<file path="src/rtl/intersection_phase_scheduler_pkg.sv">
// Shared signal-lamp and phase encodings for the intersection controller.
// Used by the phase scheduler and the per-approach traffic_signal lamp driver.
package traffic_pkg;

  localparam int N_APPR = 4;

  typedef enum logic [1:0] {
    RED    = 2'b00,
    GREEN  = 2'b01,
    YELLOW = 2'b10
  } sig_t;

  typedef enum logic [1:0] {
    PH_ALL_RED = 2'd0,
    PH_GREEN   = 2'd1,
    PH_YELLOW  = 2'd2
  } phase_t;

endpackage

</file>
<file path="src/rtl/intersection_phase_scheduler_rr_next_pick.sv">
// Combinational round-robin search: first set pending bit at start, start+1, ...
// wrapping modulo four.
module rr_next_pick (
  input  logic [3:0] pending,
  input  logic [1:0] start,
  output logic [1:0] winner,
  output logic       valid
);

  logic [1:0] w_idx;

  // Walk from the farthest offset back to the nearest so the nearest set bit wins.
  always_comb begin
    winner = start;
    valid  = 1'b0;
    w_idx  = '0;
    for (int k = 3; k >= 0; k--) begin
      w_idx = start + 2'(k);
      if (pending[w_idx]) begin
        winner = w_idx;
        valid  = 1'b1;
      end
    end
  end

endmodule

</file>
<file path="src/rtl/intersection_phase_scheduler.sv">
// Actuated four-approach phase scheduler: one right-of-way holder at a time,
// yellow and all-red clearance between grants, emergency preempt override.
module intersection_phase_scheduler #(
  parameter int N_APPR    = 4,
  parameter int GREEN_MIN = 8,
  parameter int GREEN_MAX = 20,
  parameter int YELLOW_T  = 3,
  parameter int ALLRED_T  = 2
) (
  input  logic                  clk,
  input  logic                  rst,
  input  logic [N_APPR-1:0]     req,
  input  logic                  preempt,
  input  logic [1:0]            preempt_dir,
  output logic [2*N_APPR-1:0]   signal,
  output logic [1:0]            active_dir,
  output logic [1:0]            phase,
  output logic                  preempt_ack
);

  import traffic_pkg::*;

  function automatic int max_int(input int a, input int b);
    return (a > b) ? a : b;
  endfunction

  localparam int CNT_TOP = max_int(max_int(GREEN_MAX, YELLOW_T), ALLRED_T);
  localparam int CNT_W   = $clog2(CNT_TOP) + 1;

  localparam logic [CNT_W-1:0] CNT_SAT     = CNT_W'(CNT_TOP - 1);
  localparam logic [CNT_W-1:0] ALLRED_LAST = CNT_W'(ALLRED_T - 1);
  localparam logic [CNT_W-1:0] GMIN_LAST   = CNT_W'(GREEN_MIN - 1);
  localparam logic [CNT_W-1:0] GMAX_LAST   = CNT_W'(GREEN_MAX - 1);
  localparam logic [CNT_W-1:0] YEL_LAST    = CNT_W'(YELLOW_T - 1);

  phase_t              r_phase;
  phase_t              w_phase_nxt;
  logic [CNT_W-1:0]    r_cnt;
  logic [1:0]          r_active;
  logic [1:0]          w_active_nxt;
  logic [N_APPR-1:0]   r_pending;
  logic [N_APPR-1:0]   w_pending_nxt;
  logic [N_APPR-1:0]   w_grant_mask;
  logic [1:0]          w_rr_winner;
  logic                w_rr_valid;
  logic [1:0]          w_target;
  logic                w_grant;
  logic                w_other;
  logic                w_pre_other;
  sig_t                w_lamp;

  rr_next_pick u_rr (
    .pending (r_pending),
    .start   (r_active + 2'd1),
    .winner  (w_rr_winner),
    .valid   (w_rr_valid)
  );

  assign w_other     = |(r_pending & ~(N_APPR'(1) << r_active));
  assign w_pre_other = preempt && (preempt_dir != r_active);
  assign w_target    = preempt ? preempt_dir : w_rr_winner;

  always_comb begin
    w_phase_nxt  = r_phase;
    w_active_nxt = r_active;
    w_grant      = 1'b0;
    case (r_phase)
      PH_ALL_RED: begin
        if ((r_cnt >= ALLRED_LAST) && (w_rr_valid || preempt)) begin
          w_phase_nxt  = PH_GREEN;
          w_active_nxt = w_target;
          w_grant      = 1'b1;
        end
      end
      PH_GREEN: begin
        // Preempt toward another approach ends green regardless of the minimum.
        if (w_pre_other ||
            (!preempt && w_other &&
             (((r_cnt >= GMIN_LAST) && !req[r_active]) || (r_cnt == GMAX_LAST)))) begin
          w_phase_nxt = PH_YELLOW;
        end
      end
      PH_YELLOW: begin
        if (r_cnt == YEL_LAST) begin
          w_phase_nxt = PH_ALL_RED;
        end
      end
      default: w_phase_nxt = PH_ALL_RED;
    endcase
  end

  // Clearing on the grant edge wins over a detector hit in the same cycle.
  assign w_grant_mask  = w_grant ? (N_APPR'(1) << w_target) : '0;
  assign w_pending_nxt = (r_pending | req) & ~w_grant_mask;

  always_ff @(posedge clk) begin
    if (rst) begin
      r_phase   <= PH_ALL_RED;
      r_cnt     <= '0;
      r_active  <= '0;
      r_pending <= '0;
    end else begin
      r_phase   <= w_phase_nxt;
      r_active  <= w_active_nxt;
      r_pending <= w_pending_nxt;
      if (w_phase_nxt != r_phase) begin
        r_cnt <= '0;
      end else if (r_cnt != CNT_SAT) begin
        r_cnt <= r_cnt + 1'b1;
      end
    end
  end

  always_comb begin
    w_lamp = RED;
    if (r_phase == PH_GREEN) begin
      w_lamp = GREEN;
    end else if (r_phase == PH_YELLOW) begin
      w_lamp = YELLOW;
    end
  end

  always_comb begin
    signal = '0;
    for (int i = 0; i < N_APPR; i++) begin
      if (r_active == 2'(i)) begin
        signal[2*i +: 2] = w_lamp;
      end
    end
  end

  assign active_dir  = r_active;
  assign phase       = r_phase;
  assign preempt_ack = preempt && (r_phase == PH_GREEN) && (r_active == preempt_dir);

endmodule

</file>
<file path="config.mk">
export PLATFORM = sky130hd
export DESIGN_NAME = intersection_phase_scheduler
export DESIGN_NICKNAME = d
export VERILOG_FILES = /design/src/rtl/intersection_phase_scheduler_pkg.sv /design/src/rtl/intersection_phase_scheduler_rr_next_pick.sv /design/src/rtl/intersection_phase_scheduler.sv
export SDC_FILE = /design/constraint.sdc
export NUM_CORES = 1
export LEC_CHECK = 0
export ABC_AREA = 1
export CAP_MARGIN = 20
export CELL_PAD_IN_SITES_DETAIL_PLACEMENT = 1
export CELL_PAD_IN_SITES_GLOBAL_PLACEMENT = 2
export CORE_UTILIZATION = 24
export DETAILED_ROUTE_END_ITERATION = 10
export MAX_ROUTING_LAYER = met4
export PLACE_DENSITY_LB_ADDON = 0.1
export SLEW_MARGIN = 20
export SYNTH_ARGS = -nofsm -noshare
export SYNTH_HDL_FRONTEND = slang
export SYNTH_SLANG_ARGS = --single-unit
</file>
<file path="constraint.sdc">
create_clock -name clk -period 1.9 [get_ports clk]
set_input_delay 0.38 -clock clk [delete_from_list [all_inputs] [get_ports clk]]
set_output_delay 0.38 -clock clk [all_outputs]
set_load 0.01 [all_outputs]
</file>
**Word-level counts from Yosys, hierarchy flattened**

Cells that the tools add are included.

- Register bits: 14
- Input port bits: 9
- Output and inout port bits: 13
- Logic and storage cells: 83

- $add $sub $neg: 5
- $lt $le $gt $ge: 7
- Eq/ne operators: 11
- Shifts and indexed selects: 2
- Multiplexer cells: 32
- Bitwise gates (word level): 5
- Reductions and logical operators: 17

Operators by type and width:

| kind | count |
|---|---|
| $mux 2 | 14 |
| $lt 2x3->1 const B | 5 |
| $mux 1 | 11 |
| $bmux 1 s2 | 5 |
| $and 4x4->4 | 2 |
| $not 4->4 | 2 |
| $shl 1x2->4 const A | 2 |
| $logic_and 1x1->1 | 7 |
| $add 6x1->6 const B | 1 |
| $eq 2x2->1 const B | 3 |
| $eq 6x2->1 const B | 1 |
| $eq 6x5->1 const B | 1 |
| $ge 6x1->1 const B | 1 |
| $ge 6x3->1 const B | 1 |
| $ne 6x5->1 const B | 1 |
| $pmux 2 s3 | 1 |
| $add 2x1->2 const B | 2 |
| $add 2x2->2 const B | 2 |
| $eq 2x1->1 const B | 2 |
| $logic_not 2->1 | 2 |
| $mux 4 | 1 |
| $ne 2x2->1 | 2 |
| $or 4x4->4 | 1 |
| $reduce_or 4->1 | 1 |
| 5 further kinds | 8 |

**Longest topological paths before layout**

- Depth in word-level cells: 15
- Mapped depth: 17
- Mapped depth without buffers: 16

**By module**

A second synthesis with hierarchy kept.

- Cells, all modules: 195
- Area total of the unflattened synthesis: 1,222.4 um2

Modules (own cells, without submodules):

| module | times used | cells an instance | area an instance (um2) | seq. area each (um2) |
|---|---|---|---|---|
| intersection_phase_scheduler | 1 | 142 | 988.4 | 280.3 |
| rr_next_pick | 1 | 53 | 234.0 | 0.0 |

**Worst setup path before layout**

Ideal clock, no wire load.

- Path type: reg-to-reg
- Start point: register r_active[0], in the netlist active_dir[0]
- End point: register r_pending[3]
- Setup time: 0.117 ns
- Arrival time: 1.891 ns
- Data required time: 1.783 ns
- Setup slack: -0.108 ns
- Stages on the path, launching flop included: 16
- Buffers on the path: 1
- Clock period less this slack: 2.008 ns
- Cell sequence: dfxtp_1 inv_2 buf_6 ha_1 inv_1 nand3_1 nand2_2 inv_1 nand2_1 nand2_1 nand2_1 nand2_1 nand3_1 nand2_1 nor2_1 nor2_1

- Word-level cells in the longest chain between the ends: 15
- Elaborated cells between the ends (all ways): 29
- Those cells by class: add/sub: 4; shift: 1; mux: 20; bitwise: 2; reduce/logical: 2

Ends and longest elaborated chain:

| item | line | RTL |
|---|---|---|
| start: declaration | intersection_phase_scheduler.sv:39 | `logic [1:0] r_active;` |
| start signal: assignment | intersection_phase_scheduler.sv:104 | `r_active <= w_active_nxt;` |
| $add 2x1->2 * | intersection_phase_scheduler.sv:54 | `.start (r_active + 2'd1),` |
| $add 2x2->2 | intersection_phase_scheduler_rr_next_pick.sv:18 | `w_idx = start + 2'(k);` |
| $bmux 1 s2 | intersection_phase_scheduler_rr_next_pick.sv:19 | `if (pending[w_idx]) begin` |
| $mux 1 (implied by the code) | intersection_phase_scheduler_rr_next_pick.sv:19 |  |
| $mux 1 (4 in a row) | intersection_phase_scheduler_rr_next_pick.sv:19 |  |
| $logic_or 1x1->1 | intersection_phase_scheduler.sv:69 | `if ((r_cnt >= ALLRED_LAST) && (w_rr_valid \|\| preempt)) begin` |
| $logic_and 1x1->1 | intersection_phase_scheduler.sv:69 |  |
| $mux 1 | intersection_phase_scheduler.sv:69 |  |
| $mux 1 | intersection_phase_scheduler.sv:67 | `case (r_phase)` |
| $mux 4 * | intersection_phase_scheduler.sv:93 | `assign w_grant_mask = w_grant ? (N_APPR'(1) << w_target) : '0;` |
| $not 4->4 * | intersection_phase_scheduler.sv:94 | `assign w_pending_nxt = (r_pending \| req) & ~w_grant_mask;` |
| $and 4x4->4 * | intersection_phase_scheduler.sv:94 |  |
| end signal: assignment | intersection_phase_scheduler.sv:105 | `r_pending <= w_pending_nxt;` |
| end: declaration | intersection_phase_scheduler.sv:41 | `logic [N_APPR-1:0] r_pending;` |

Mark *: on every way between the ends. The rest lies on a longest branch, timed or not. The select of a mux whose other input is x is not followed.
A chain may end at the register's enable or synchronous reset.

**Worst setup path in the final report**

- Start point: register r_active[0], in the netlist active_dir[0]
- End point: output signal[4]

- Word-level cells in the longest chain between the ends: 2

Ends and longest elaborated chain:

| item | line | RTL |
|---|---|---|
| $eq 2x2->1 | intersection_phase_scheduler.sv:126 | `if (r_active == 2'(i)) begin` |
| $mux 2 | intersection_phase_scheduler.sv:126 |  |
| end: declaration | intersection_phase_scheduler.sv:15 | `output logic [2*N_APPR-1:0] signal,` |

Every way passes these cells.

==> results.md <==
* Outcome: complete, no violations
* Antenna violations before repair at 0
* Die ar. at about 5300 sq um
* Slowest cell on crit path: dfxtp_2
* Clk pin slew, worst setup/hold paths at 0.06 ns
* Hold depth at 2
* Slew @ Worst Pin at 0.3812 ns
* Worst setup SP type: flip-flop
* Critical Path Most Common Cell: inv_2
* Synth cell count leaders: nand2_1 (48), nor2_1 (31), inv_1 (30), nand3_1 (17), dfxtp_1 (14)
* FILL cells at 620
* Layout cells sized above 1 at 24.34%
* Critical Path End Type: output pin
* R2R depth at 15
* Vias at 1266
* Worst hold path type: reg -> reg
* Starting Density at 25.20%
* Register area at 285.3 sq um
* Top_reg_cell synth: dfxtp_1
* Seq/Total Area, Yosys at a little under a quarter
* # IOs at 22
* Dominant cells by area after synthesis: dfxtp_1 (23%), nand2_1 (15%), nor2_1 (9.6%)
* Yosys top cell area share at 23.24%
* Clock skew at 0.002687 ns
* Diodes inserted at 0
* P_sw at 1.048 mW
* Placed inst area at 1546 sq um
* Port bufs at 21
* Worst-path maximum fanout at 6
* Worst skew pair latency at 0.24 ns
* Power per Cell Area at between 1000 and 1500 nW/um^2
* FF-to-FF End: r_pending[3]
* Kind of critical path: reg -> out
* Setup TNS at 0 ns
* Clock power share at 13.7%
* Yosys warns at 0
* Slew Limit Fails at 0
* CP peak stage delay at between 0.3 and 0.4 ns
* CP arrival at 1.41 ns
* Worst path top cell family by delay: buffers and inverters
* Global-route wire length before repair at about 6000 um
* Synthesized area at roughly 1200 sq um
* CP cell instances: inv_2 > buf_4 > ha_1 > inv_2 > nor2_1 > dlygate4sd2_1
* Mapped Cells at 194
* GPL Wtd Cong at 0.8125
* Cell Rows at 25
* Synth Net Count at 212
* Total grt overflow at 0
* Area delta synth->final at 39.73%
* Crit path time final at 1.790 ns
* Pin count of the biggest net entering global routing at 16
* P_int at 1.103 mW
* Number of global-route vias before repair at ~1.3k
* Comb pwr share at 65.9%
* Num Clock Sinks at 14
* Post-DP HPWL at approximately 3000 um
* Final setup viols at 0
* CTS H-tree depth at 1
* Peak VDD IR at 0.4757 mV
* Setup bufs post-CTS at 0
* Die boundary height at 72.89 um
* Area of the multi-input gates at around 860 sq um
* EDFF count, synth at 0
* Cts hold-fix bufs at 0
* Slew headroom at 74.39%
* Post-Layout Inst Area at 1685 sq um
* CTS buffer count at 3
* CP Data Required Time at 1.52 ns
* Mean Syn Cell Area at around 6.2 sq um
* Clock Tree Buf Depth at 2
* Vias per std cell at 4.321
* CTS root buf: clkbuf_8
* Max-cap violations at 0
* Core ar. at 4786 sq um
* Post-synth top area cell: dfxtp_1
* Sequential power share at about a fifth
* Routed len/inst at 12.22 um
* FF+latch count, synth at 14
* Static Leakage at 0.8726 nW
* DRC errors left at 0
* Reg2reg start: active_dir[0]
* Sw Share at 48.72%
* Crit share post-route at 94.23%
* Top-count cell post-synth: nand2_1
* Async set-reset flop share out of synthesis at 0%
* Die Width at 72.89 um
* FF-to-FF setup slack at ~0.14 ns
* WL final at 3579 um
* CP Buf/Inv Count at 4
* Drt pass-1 iters at 4
* Yosys cell types at 22
* First DRT Iteration DRCs at 30
* Final Hold Fails at 0
* CTS tree: built
* Routed Antenna Nets at 0
* Highest clock rate at 558.5 MHz
* Final net count at approximately 250
* Hold path startpoint: r_pending[0]
* Gr usage total at 15.23%
* WHS Endpoint: r_pending[0]
==> registers in the layout, summed over array words and instances, names as in the netlist <==
signal	cells
r_pending	4
r_cnt	6
active_dir	2
phase	2
==> worst max path at each step <==
| stage | start | to | slack [ns] | cells after the start |
|---|---|---|---|---|
| 3_5_place_dp | preempt_dir[1] | preempt_ack | -0.31 | 5 |
| 3_3_place_gp | preempt_dir[1] | preempt_ack | -0.27 | 5 |
| 5_1_grt | active_dir[1] | r_pending[3] | -0.01 | 14 |
| 4_1_cts | phase[0] | signal[0] | -0.11 | 5 |
| 6_report | active_dir[0] | signal[4] | 0.11 | 6 |
| 2_1_floorplan | active_dir[0] | r_pending[3] | 0.03 | 15 |
==> what timing repair did <==
item                       in CTS  in global routing
setup endpoints to repair      11                 17
gates resized for setup        12                 28
pin swaps                       0                  6
==> final cells by class <==
cell class | count | share of cell area (%)
clock buffers | 4 | 3.267
inverters | 31 | 7.053
multi-input cells | 147 | 50.78
flip-flops and latches | 14 | 16.93
well taps | 67 | 4.974
repair buffers | 30 | 17.00
==> worst min-delay path: stages, from the launching register on <==
cell and delay [ns]:
dfxtp_1 0.35, o21ai_0 0.10, nor2_1 0.09
==> layer usage <==
metal	vias up	wire length (um)	GRT usage [%]
met4	0	10	1.307
met5	-	0	-
met3	2	137	3.039
met2	25	1501	23.47
li1	661	-	-
met1	578	1929	21.34
==> cells by family (layout without fill, tap and decap cells) <==
group / Yosys count / in the layout / share of synthesized area [%]
simple gates: 119 / 119 / 45.54
buf+inv: 33 / 65 / 11.51
flops: 14 / 14 / 23.24
compound gates: 13 / 13 / 6.016
fa+ha+maj: 9 / 9 / 9.336
xor+xnor: 6 / 6 / 4.357
==> power by group through the flow <==
stage	registers, mW	clock network [mW]	logic, mW
detailed placement	0.435	0	1.29
CTS	0.432	0.303	1.31
global placement	0.432	0	1.25
floorplan	0.443	0	0.875
global route	0.450	0.326	1.60
finish	0.439	0.294	1.42
==> placed cells by master, fill, tap and decap left out <==
master / instances
a21oi_1: 3
a21oi_2: 1
and3_1: 1
buf_2: 1
buf_4: 8
buf_8: 1
clkbuf_8: 4
clkdlybuf4s50_1: 10
dfxtp_1: 10
dfxtp_2: 4
dlygate4sd2_1: 5
dlymetal6s2s_1: 5
ha_1: 8
ha_4: 1
inv_1: 26
inv_2: 4
inv_4: 1
nand2_1: 43
nand2_2: 13
nand2_4: 2
nand3_1: 15
nand3_2: 5
nand3_4: 1
nor2_1: 27
nor2_2: 6
nor2_4: 1
nor3_1: 3
nor3_2: 1
nor3_4: 1
o2111ai_1: 1
o21ai_0: 7
o21ai_1: 1
xnor2_1: 2
xor2_1: 4
==> per-stage QoR <==
step | hold WS, ns | utilization (%) | total power, mW | worst slack [ns] | instances
global placement | 0.5452 | 32.31 | 1.677 | -0.2696 | 289
floorplan | 0.4491 | - | 1.318 | 0.02951 | 194
finish | 0.5675 | 35.22 | 2.151 | 0.1096 | 293
CTS | 0.5692 | 33.57 | 2.041 | -0.1146 | 293
detailed placement | 0.5506 | 32.31 | 1.721 | -0.3084 | 289
global route | 0.6040 | 35.22 | 2.378 | -0.01213 | 293
Note: power is estimated with default switching activity, not from simulation.
